File: src/rtl/gg_start_code_detect.sv
// Start-code (00 00 01) finder for the emulation-removed byte stream.
// GG_SC_STATS_EN builds the sc_count / fzb_err statistics.
module gg_start_code_detect #(
  parameter int WIDTH      = 128,
  parameter int BYTE_WIDTH = WIDTH / 8
) (
  input  logic                  clk,
  input  logic                  reset,
  input  logic [WIDTH-1:0]      iport,
  input  logic [BYTE_WIDTH-1:0] iflag,
  input  logic                  iport_valid,
  output logic                  iport_ready,
  output logic [WIDTH-1:0]      oport,
  output logic [BYTE_WIDTH-1:0] osc,
  output logic [BYTE_WIDTH-1:0] oflag,
  output logic                  oport_valid,
  input  logic                  oport_ready,
  output logic                  nal_hdr_valid,
  output logic [1:0]            nal_ref_idc,
  output logic [4:0]            nal_type,
  output logic                  fzb_err,
  output logic [15:0]           sc_count
);

  localparam int WIN = BYTE_WIDTH + 3;

  logic [7:0]            hist0;
  logic [7:0]            hist1;
  logic [7:0]            hist2;
  logic [2:0]            hist_flag;
  logic [7:0]            win [WIN];
  logic [WIN-1:0]        wflag;
  logic [BYTE_WIDTH-1:0] osc_next;
  logic [6:0]            hdr_next;
  logic                  accept;

  assign iport_ready   = ~oport_valid | oport_ready;
  assign accept        = iport_valid & iport_ready;
  assign nal_hdr_valid = oport_valid & (|osc);

  // window index 0 is the oldest history byte
  always_comb begin
    win[0]   = hist0;
    win[1]   = hist1;
    win[2]   = hist2;
    wflag[2:0] = hist_flag;
    for (int k = 0; k < BYTE_WIDTH; k++) begin
      win[k+3]   = iport[WIDTH-1-8*k -: 8];
      wflag[k+3] = iflag[BYTE_WIDTH-1-k];
    end
  end

  // scan latest to earliest so the earliest header wins
  always_comb begin
    osc_next = '0;
    hdr_next = '0;
    for (int k = BYTE_WIDTH - 1; k >= 0; k--) begin
      if (win[k] == 8'h00 && win[k+1] == 8'h00 &&
          win[k+2] == 8'h01 && wflag[k+2 -: 3] == 3'b000) begin
        osc_next[BYTE_WIDTH-1-k] = 1'b1;
        hdr_next = win[k+3][6:0];
      end
    end
  end

  always_ff @(posedge clk or posedge reset) begin
    if (reset) begin
      oport_valid <= 1'b0;
      oport       <= '0;
      oflag       <= '0;
      osc         <= '0;
      nal_ref_idc <= '0;
      nal_type    <= '0;
      hist0       <= 8'hFF;
      hist1       <= 8'hFF;
      hist2       <= 8'hFF;
      hist_flag   <= '0;
    end else if (accept) begin
      oport_valid <= 1'b1;
      oport       <= iport;
      oflag       <= iflag;
      osc         <= osc_next;
      nal_ref_idc <= hdr_next[6:5];
      nal_type    <= hdr_next[4:0];
      hist0       <= win[WIN-3];
      hist1       <= win[WIN-2];
      hist2       <= win[WIN-1];
      hist_flag   <= wflag[WIN-1 -: 3];
    end else if (oport_ready) begin
      oport_valid <= 1'b0;
    end
  end

`ifdef GG_SC_STATS_EN
  logic       fzb_next;
  logic [4:0] sc_inc;

  always_comb begin
    fzb_next = 1'b0;
    sc_inc   = '0;
    for (int k = 0; k < BYTE_WIDTH; k++) begin
      if (osc_next[BYTE_WIDTH-1-k]) begin
        sc_inc = sc_inc + 5'd1;
        if (win[k+3][7]) fzb_next = 1'b1;
      end
    end
  end

  always_ff @(posedge clk or posedge reset) begin
    if (reset) begin
      fzb_err  <= 1'b0;
      sc_count <= '0;
    end else if (accept) begin
      fzb_err  <= fzb_err | fzb_next;
      sc_count <= sc_count + {11'd0, sc_inc};
    end
  end
`else
  assign fzb_err  = 1'b0;
  assign sc_count = '0;
`endif

endmodule

File: config.mk
export PLATFORM = sky130hd
export DESIGN_NAME = gg_start_code_detect
export DESIGN_NICKNAME = d
export VERILOG_FILES = /design/src/rtl/gg_start_code_detect.sv
export SDC_FILE = /design/constraint.sdc
export NUM_CORES = 1
export LEC_CHECK = 0
export ABC_AREA = 1
export BUFFER_PORTS_ARGS = -buffer_cell sky130_fd_sc_hd__buf_2
export CORE_ASPECT_RATIO = 1.4
export CORE_MARGIN = 1.5
export CORE_UTILIZATION = 47
export DETAILED_ROUTE_END_ITERATION = 8
export HOLD_SLACK_MARGIN = 0.05
export PLACE_DENSITY = 0.76
export SYNTH_ARGS = -nofsm -noshare
export SYNTH_HDL_FRONTEND = slang
export SYNTH_SLANG_ARGS = --single-unit
File: constraint.sdc
create_clock -name clk -period 15.9 [get_ports clk]
set_input_delay 1.59 -clock clk [delete_from_list [all_inputs] [get_ports clk]]
set_output_delay 1.59 -clock clk [all_outputs]
set_load 0.02 [all_outputs]
; ---- After elaboration in Yosys (flattened, before gate mapping)
; Cells that the tools add are included.
[totals]
reg_bits = 195
in_bits = 148
output_inout_bits = 187
wordCells = 147
[op_classes]
eq_ne = 16
n_mux = 34
n_bitwise = 4
reduce_logical = 83
[ops]
columns = cell, count
row1 = 8-bit logical NOT, 17
row2 = "8-bit by 1-bit == test with 1-bit output, second input constant", 16
row3 = 7-bit two-way mux, 16
row4 = 1-bit logical AND, 48
row5 = 3-bit logical NOT, 16
row6 = 1-bit two-way mux, 18
row7 = 16-bit OR reduction, 1
row8 = 1-bit bitwise AND, 2
row9 = 2-bit nonzero test, 1
row10 = 1-bit NOT, 1
row11 = 1-bit OR, 1

; ---- Logic depth before layout (Yosys ltp)
; Gate-level depths: netlist of the first run.
[logic_depth]
depth_word = 20
mapped_depth = 29
depth_no_buf = 29

; ---- Least setup slack after synthesis of the first run
; OpenSTA, ideal clock, no wires.
[synth_timing]
kind = input port to output port
start = in oport_ready
end = out iport_ready
arrival_ns = 1.940
setup_slack_ns = 12.370
path_stages = 1
path_buffers = 0
cell_sequence = or2_2
[synth_via]
elab_chain_len = 1
[synth_lines]
columns = element, line
row1 = from (decl), 17  ; input logic oport_ready,
row2 = 1-bit OR, 37  ; assign iport_ready = ~oport_valid | oport_ready;
row3 = to (decl), 12  ; output logic iport_ready,
; Every way passes these cells.

; ---- Worst setup path in the final report of the first run
[layout_timing]
start = in oport_ready
end = reg oport[42]
[layout_via]
elab_chain_len = 2
[layout_lines]
columns = element, line
row1 = 1-bit OR, 37
row2 = 1-bit bitwise AND, 38  ; assign accept = iport_valid & iport_ready;
row3 = to (signal assigned), 80  ; oport <= iport;
row4 = to (decl), 13  ; output logic [WIDTH-1:0] oport,
; Every way passes these cells.
; A chain may end at the register's enable or synchronous reset.

==> results of run 1 <==
==> through the flow <==
stage	power, mW	hold slack (ns)	area, um2
floorplan	0.747	0.448	9580
global placement	0.850	0.456	11200
detailed placement	0.856	0.457	11200
CTS	1.27	0.470	11800
global route	1.32	0.478	11800
finish	1.26	0.470	11800
==> sequential cells by signal, summed over array words and instances (netlist names) <==
register	count
oport	128
osc	16
hist1	8
hist2	8
oport_valid	1
nal_type	5
nal_ref_idc	2
oflag	16
hist0	8
==> worst max-delay path, cell delays in order <==
cell and delay [ns]:
buf_2 0.09, or2_2 0.33, nand2_4 0.66, buf_4 0.69
buf_4 0.90, o21ai_0 0.21
==> power by group through the flow <==
stage               combinational (mW)  clock, mW  sequential, mW
finish                           0.261      0.415           0.587
global route                     0.286      0.440           0.593
detailed placement               0.261          0           0.594
floorplan                       0.0913          0           0.656
global placement                 0.256          0           0.594
CTS                              0.262      0.424           0.586
==> placed cells by master, fill, tap and decap left out, types with 2 or more instances in the layout <==
cell type     n
buf_2       317
clkbuf_16    17
nor2_4        2
nand2_4       3
o21ai_1       2
o21ai_0     159
inv_2         6
nor2_1       41
nor3_1       12
dfrtp_1     168
a21boi_0      7
nand3_2       4
dfstp_2      24
nor2_2        5
conb_1       17
clkbuf_1      3
or2_2         2
clkinv_2      3
buf_4         4
clkinvlp_4    3
nand4_1      12
inv_1       159
clkbuf_8      3
nor4_1       14
nand2_1     525
nand3_1      58
nor4_2        2
==> kinds of logic after synthesis <==
group | share of synthesized area [%]
other | 0.0394
buffers and inverters | 9.90
and+or+nand+nor | 30.1
AOI/OAI and AO/OA | 9.19
DFF | 50.8
==> final cells by class <==
class,instances,area share [%]
sequential,192,41.1
clock buffer,23,4.06
inverter,166,5.36
clock inverter,9,0.723
tap,252,2.68
timing repair buffer,321,13.7
multi-input combinational,873,32.4
==> synthesized netlist by cell type (all sizes together), types with 2 or more instances <==
| master | instances |
|---|---|
| dfstp | 24 |
| inv | 166 |
| dfrtp | 168 |
| nor2 | 48 |
| clkbuf | 43 |
| nand4 | 12 |
| nand2 | 529 |
| nor4 | 17 |
| or2 | 2 |
| o21ai | 161 |
| nor3 | 14 |
| a21boi | 7 |
| nand3 | 62 |
| buf | 19 |
==> worst max-delay path by stage <==
stage	from	endpoint	slack, ns	cells after the start
floorplan	reset	nal_ref_idc[0]	9.12	1
global placement	oport_ready	osc[3]	11.22	6
detailed placement	oport_ready	oport[78]	11.18	6
CTS	oport_ready	oport[42]	11.63	6
global route	oport_ready	osc[3]	11.27	6
finish	oport_ready	oport[42]	11.54	6
==> per-layer routing <==
metal,vias to the layer above,part of all wire [%]
met1,4254,39
met5,-,0
met4,0,4.7
met2,412,49
met3,85,6.9
li1,4529,-
==> results.json, run 1 <==
{
  "rsz0062_at_grt": "false",
  "path_class": "input port to register",
  "grt_overflow": 0,
  "pwr-share-clk_pct": 32.9,
  "synth_flop_cell": "dfrtp_1",
  "whs_endpoint": "hist2[4]",
  "grt_antenna_before_repair": 0,
  "multi_input_area_um2": 3810,
  "layout_min_cycle_time_ns": 4.36,
  "ant_nets": 0,
  "hp-start": "hist2[4]",
  "cts_buffers": 17,
  "grt_busiest_layer": "met2",
  "ys_seq_area_share_pct": 50.8,
  "tightest_slew_ns": 1.03,
  "async_flop_share_pct": 100,
  "cts_tree": "done",
  "setup_viol": 0,
  "grt_pass1_wl_um": 44800,
  "cp-start-kind": "input port",
  "postCtsSetupBuffers": 0,
  "ys_ff_latch": 192,
  "maxCapViolCount": 0,
  "hold_viol_final": 0,
  "dr.pass1.iters": 5,
  "fmax_ghz": 0.229,
  "synthTopCellsByArea": "dfrtp_1 44%, nand2_1 21%, o21ai_0 8.4%",
  "r2r_setup_slack_ns": 12.41,
  "hold_class": "register to register",
  "routed_wl_um": 29400,
  "syn_area_per_cell_um2": 7.45,
  "skew_ns": 0.0108,
  "grt_pass1_vias": 8928,
  "ys_warn_count": 0,
  "final_max_slew_viol_count": 0,
  "cp-end-kind": "register",
  "vias": 9280,
  "power_frac_seq_pct": 46.5,
  "outcome": "finished, final reports clean",
  "dp_cells": 1804,
  "gr-usage-all-layers_pct": 27.8,
  "htree_num_levels": 4,
  "clk_latency_ns": 0.44,
  "r2r_start": "oport_valid",
  "swShare_pct": 31.8,
  "worst_ep_arrival_time_ns": 4.62,
  "hold_depth": 2,
  "finish.utilization_pct": 59.3,
  "ir_drop_mv": 0.0707,
  "fillCellCount": 1897,
  "synth_cell_types": 33,
  "holdBufCountCts": 0,
  "n_antenna_cell": 0,
  "io_buffers": 317,
  "switching_power_mw": 0.401,
  "synth-edff-count": 0,
  "drive_gt1_share_pct": 25.4,
  "slew_headroom_pct": 31.4,
  "nNetsFinal": 1719,
  "drc": 0,
  "core_area_um2": 19800,
  "dpl_worst_slack_ns": 11.18,
  "combPwrFrac_pct": 20.6,
  "finalCritPeriodShare_pct": 27.4,
  "ctsResizeCount": 0,
  "reg2reg_depth": 6,
  "synth_top_area_share_pct": 44.2,
  "die_h_um": 171,
  "fin_cells": 1836,
  "p_leak_nw": 6.68,
  "power_density_nw_per_um2": 107,
  "area_growth_pct": 23.6,
  "reg2reg_to": "oport[42]",
  "start_util_pct": 48.0,
  "dp_hpwl_um": 22300,
  "die_area_um2": 21100,
  "grt_max_degree": 148,
  "cp_max_fo": 122,
  "clock_sinks": 192,
  "place_congestion": 0.880,
  "grt_use_met2_pct": 47.1,
  "rows": 61,
  "drtIter0Drc": 704,
  "required_ns": 16.16,
  "clk_path_buf_depth": 2,
  "die_w_um": 123,
  "register_area_um2": 4830,
  "wl_per_cell_um": 16.0,
  "io_pins": 335,
  "p_int_mw": 0.862,
  "viasPerCell": 5.05,
  "gr-usage-met1_pct": 33.0,
  "clk_pin_slew_ns": 0.06,
  "setup_tns_ns": 0,
  "fin_ws_ns": 11.54,
  "yosysTopAreaCell": "dfrtp_1",
  "synth_area_um2": 9520,
  "synth_cells": 1277,
  "clockRootBuffer": "clkbuf_16",
  "met3_usage_pct": 6.07
}
(Power assumes the default switching activity.)
==> inputs of run 2 (changes only) <==
CORE_UTILIZATION = 46   (was 47)
PLACE_DENSITY = 0.78   (was 0.76)
clock period = 3.8 ns   (was 15.9 ns; I/O delays follow)
==> run 2 against run 1 <==
Effect of this change: die area up 2.1%; cell count up 0.49%; clock skew down 0.00097 ns; routed wire length up 1.9%; utilization down 1.1 points; non-clock buffer count up 4; critical path depth up 21; largest cell class unchanged.
==> results.json, run 2 (synthesized netlist as in run 1, its figures left out) <==
{
  "drive_gt1_share_pct": 25.8,
  "fin_ws_ns": 1.18,
  "slew_headroom_pct": 53.6,
  "final_common_cell": "nand2_1",
  "cp_max_fo": 8,
  "drtIter0Drc": 641,
  "gr-usage-all-layers_pct": 27.8,
  "critPathTopFamily": "simple AND/OR/NAND/NOR gates",
  "final_area_um2": 11900,
  "switching_power_mw": 1.74,
  "ir_drop_mv": 0.284,
  "power_density_nw_per_um2": 456,
  "outcome": "finished, final reports clean",
  "grt_pass1_vias": 9108,
  "dpl_worst_slack_ns": 0.786,
  "hp-start": "iflag[0]",
  "final_max_slew_viol_count": 0,
  "worst_ep_arrival_time_ns": 2.95,
  "start_util_pct": 46.7,
  "place_area_um2": 11300,
  "hold_class": "input port to register",
  "final_cell_mix": "525 x nand2_1, 317 x buf_2, 168 x dfrtp_1",
  "io_pins": 335,
  "setup_viol": 0,
  "reg2reg_depth": 10,
  "cpMostUsedCell": "nand2_1",
  "fmax_ghz": 0.381,
  "largest_reg_flops": 128,
  "cts_buffers": 17,
  "grt_overflow": 0,
  "rsz0062_at_grt": "false",
  "finalCritPeriodShare_pct": 69.0,
  "hold_viol_final": 0,
  "drc": 0,
  "place_congestion": 0.934,
  "fin_cells": 1845,
  "clockRootBuffer": "clkbuf_16",
  "cp-start-kind": "input port",
  "setup_tns_ns": 0,
  "r2r_setup_slack_ns": 1.22,
  "cts_tree": "done",
  "io_buffers": 317,
  "reg2reg_to": "nal_ref_idc[1]",
  "path_buf_inv": 2,
  "dr.pass1.iters": 5,
  "power_frac_seq_pct": 45.3,
  "viasPerCell": 5.07,
  "swShare_pct": 32.1,
  "die_h_um": 173,
  "grt_max_degree": 153,
  "dp_hpwl_um": 23000,
  "finish.utilization_pct": 58.2,
  "grt_antenna_before_repair": 1,
  "nNetsFinal": 1723,
  "pwr-share-clk_pct": 34.3,
  "largestRegisters": "oport x128, oflag x16, osc x16",
  "ant_nets": 0,
  "clk_pin_slew_ns": 0.06,
  "maxCapViolCount": 0,
  "die_w_um": 125,
  "required_ns": 4.13,
  "skew_ns": 0.00986,
  "layout_min_cycle_time_ns": 2.62,
  "power_mw": 5.41,
  "grt_pass1_wl_um": 47300,
  "worst_path_largest_cell_delay_ns": 0.52,
  "die_area_um2": 21600,
  "whs_endpoint": "oflag[0]",
  "routed_wl_um": 29900,
  "dp_cells": 1811,
  "vias": 9360,
  "hold_ws_ns": 0.142,
  "postCtsSetupBuffers": 0,
  "rows": 62,
  "core_area_um2": 20400,
  "critPathSlowestCell": "nor4_4",
  "p_int_mw": 3.67,
  "cp-end-kind": "register",
  "combPwrFrac_pct": 20.4,
  "top_register": "oport",
  "clk_path_buf_depth": 2,
  "htree_num_levels": 4,
  "tightest_slew_ns": 0.694,
  "r2r_start": "hist2[4]",
  "area_growth_pct": 24.7,
  "p_leak_nw": 6.73,
  "wl_per_cell_um": 16.2,
  "hold_depth": 3,
  "clk_latency_ns": 0.45,
  "clock_sinks": 192,
  "path_class": "input port to register"
}
==> run 2: cell type report <==
class	instances	area (um2)
Clock inverter	13	151
Fill cell	1930	8530
Inverter	166	627
Sequential cell	192	4830
Timing Repair Buffer	325	1670
Antenna cell	1	2.50
Multi-Input combinational cell	873	3810
Tap cell	256	320
Clock buffer	19	453
==> run 2: what timing repair did <==
action | 4_1_cts | 5_1_grt
resized for setup | 0 | 0
endpoints found under the hold margin | 1 | 0
hold buffers | 1 | 0
==> run 2: worst max-delay path by stage <==
stage	from	end	slack (ns)	cells after the start
2_1_floorplan	reset	nal_ref_idc[0]	0.96	1
3_3_place_gp	iport[30]	nal_ref_idc[0]	0.80	30
3_5_place_dp	iport[30]	nal_ref_idc[0]	0.79	30
4_1_cts	iport[30]	nal_ref_idc[0]	1.24	30
5_1_grt	iport[46]	nal_type[3]	0.92	29
6_report	iflag[5]	nal_ref_idc[0]	1.18	27
==> run 2: tightest hold or removal path, delay by kind of cell <==
| kind | cells | cell delay [ns] |
|---|---|---|
| buffers and inverters | 1 | 0.07 |
| and+or+nand+nor | 2 | 0.10 |
==> run 2: per-layer routing <==
layer / routed length, um / vias up / track usage (%) / part of all wire, %
met5: 0 / - / 0 / 0
met3: 2030 / 75 / 6.47 / 6.8
met4: 1210 / 0 / 13.6 / 4.1
li1: - / 4541 / - / -
met1: 11600 / 4353 / 32.6 / 39
met2: 15100 / 391 / 47.8 / 50
==> run 2: power by group through the flow <==
stage / registers [mW] / logic [mW] / clock network (mW)
floorplan: 2.75 / 0.382 / 0
global placement: 2.48 / 1.09 / 0
detailed placement: 2.48 / 1.11 / 0
CTS: 2.45 / 1.11 / 1.89
global route: 2.48 / 1.21 / 1.97
finish: 2.45 / 1.10 / 1.86
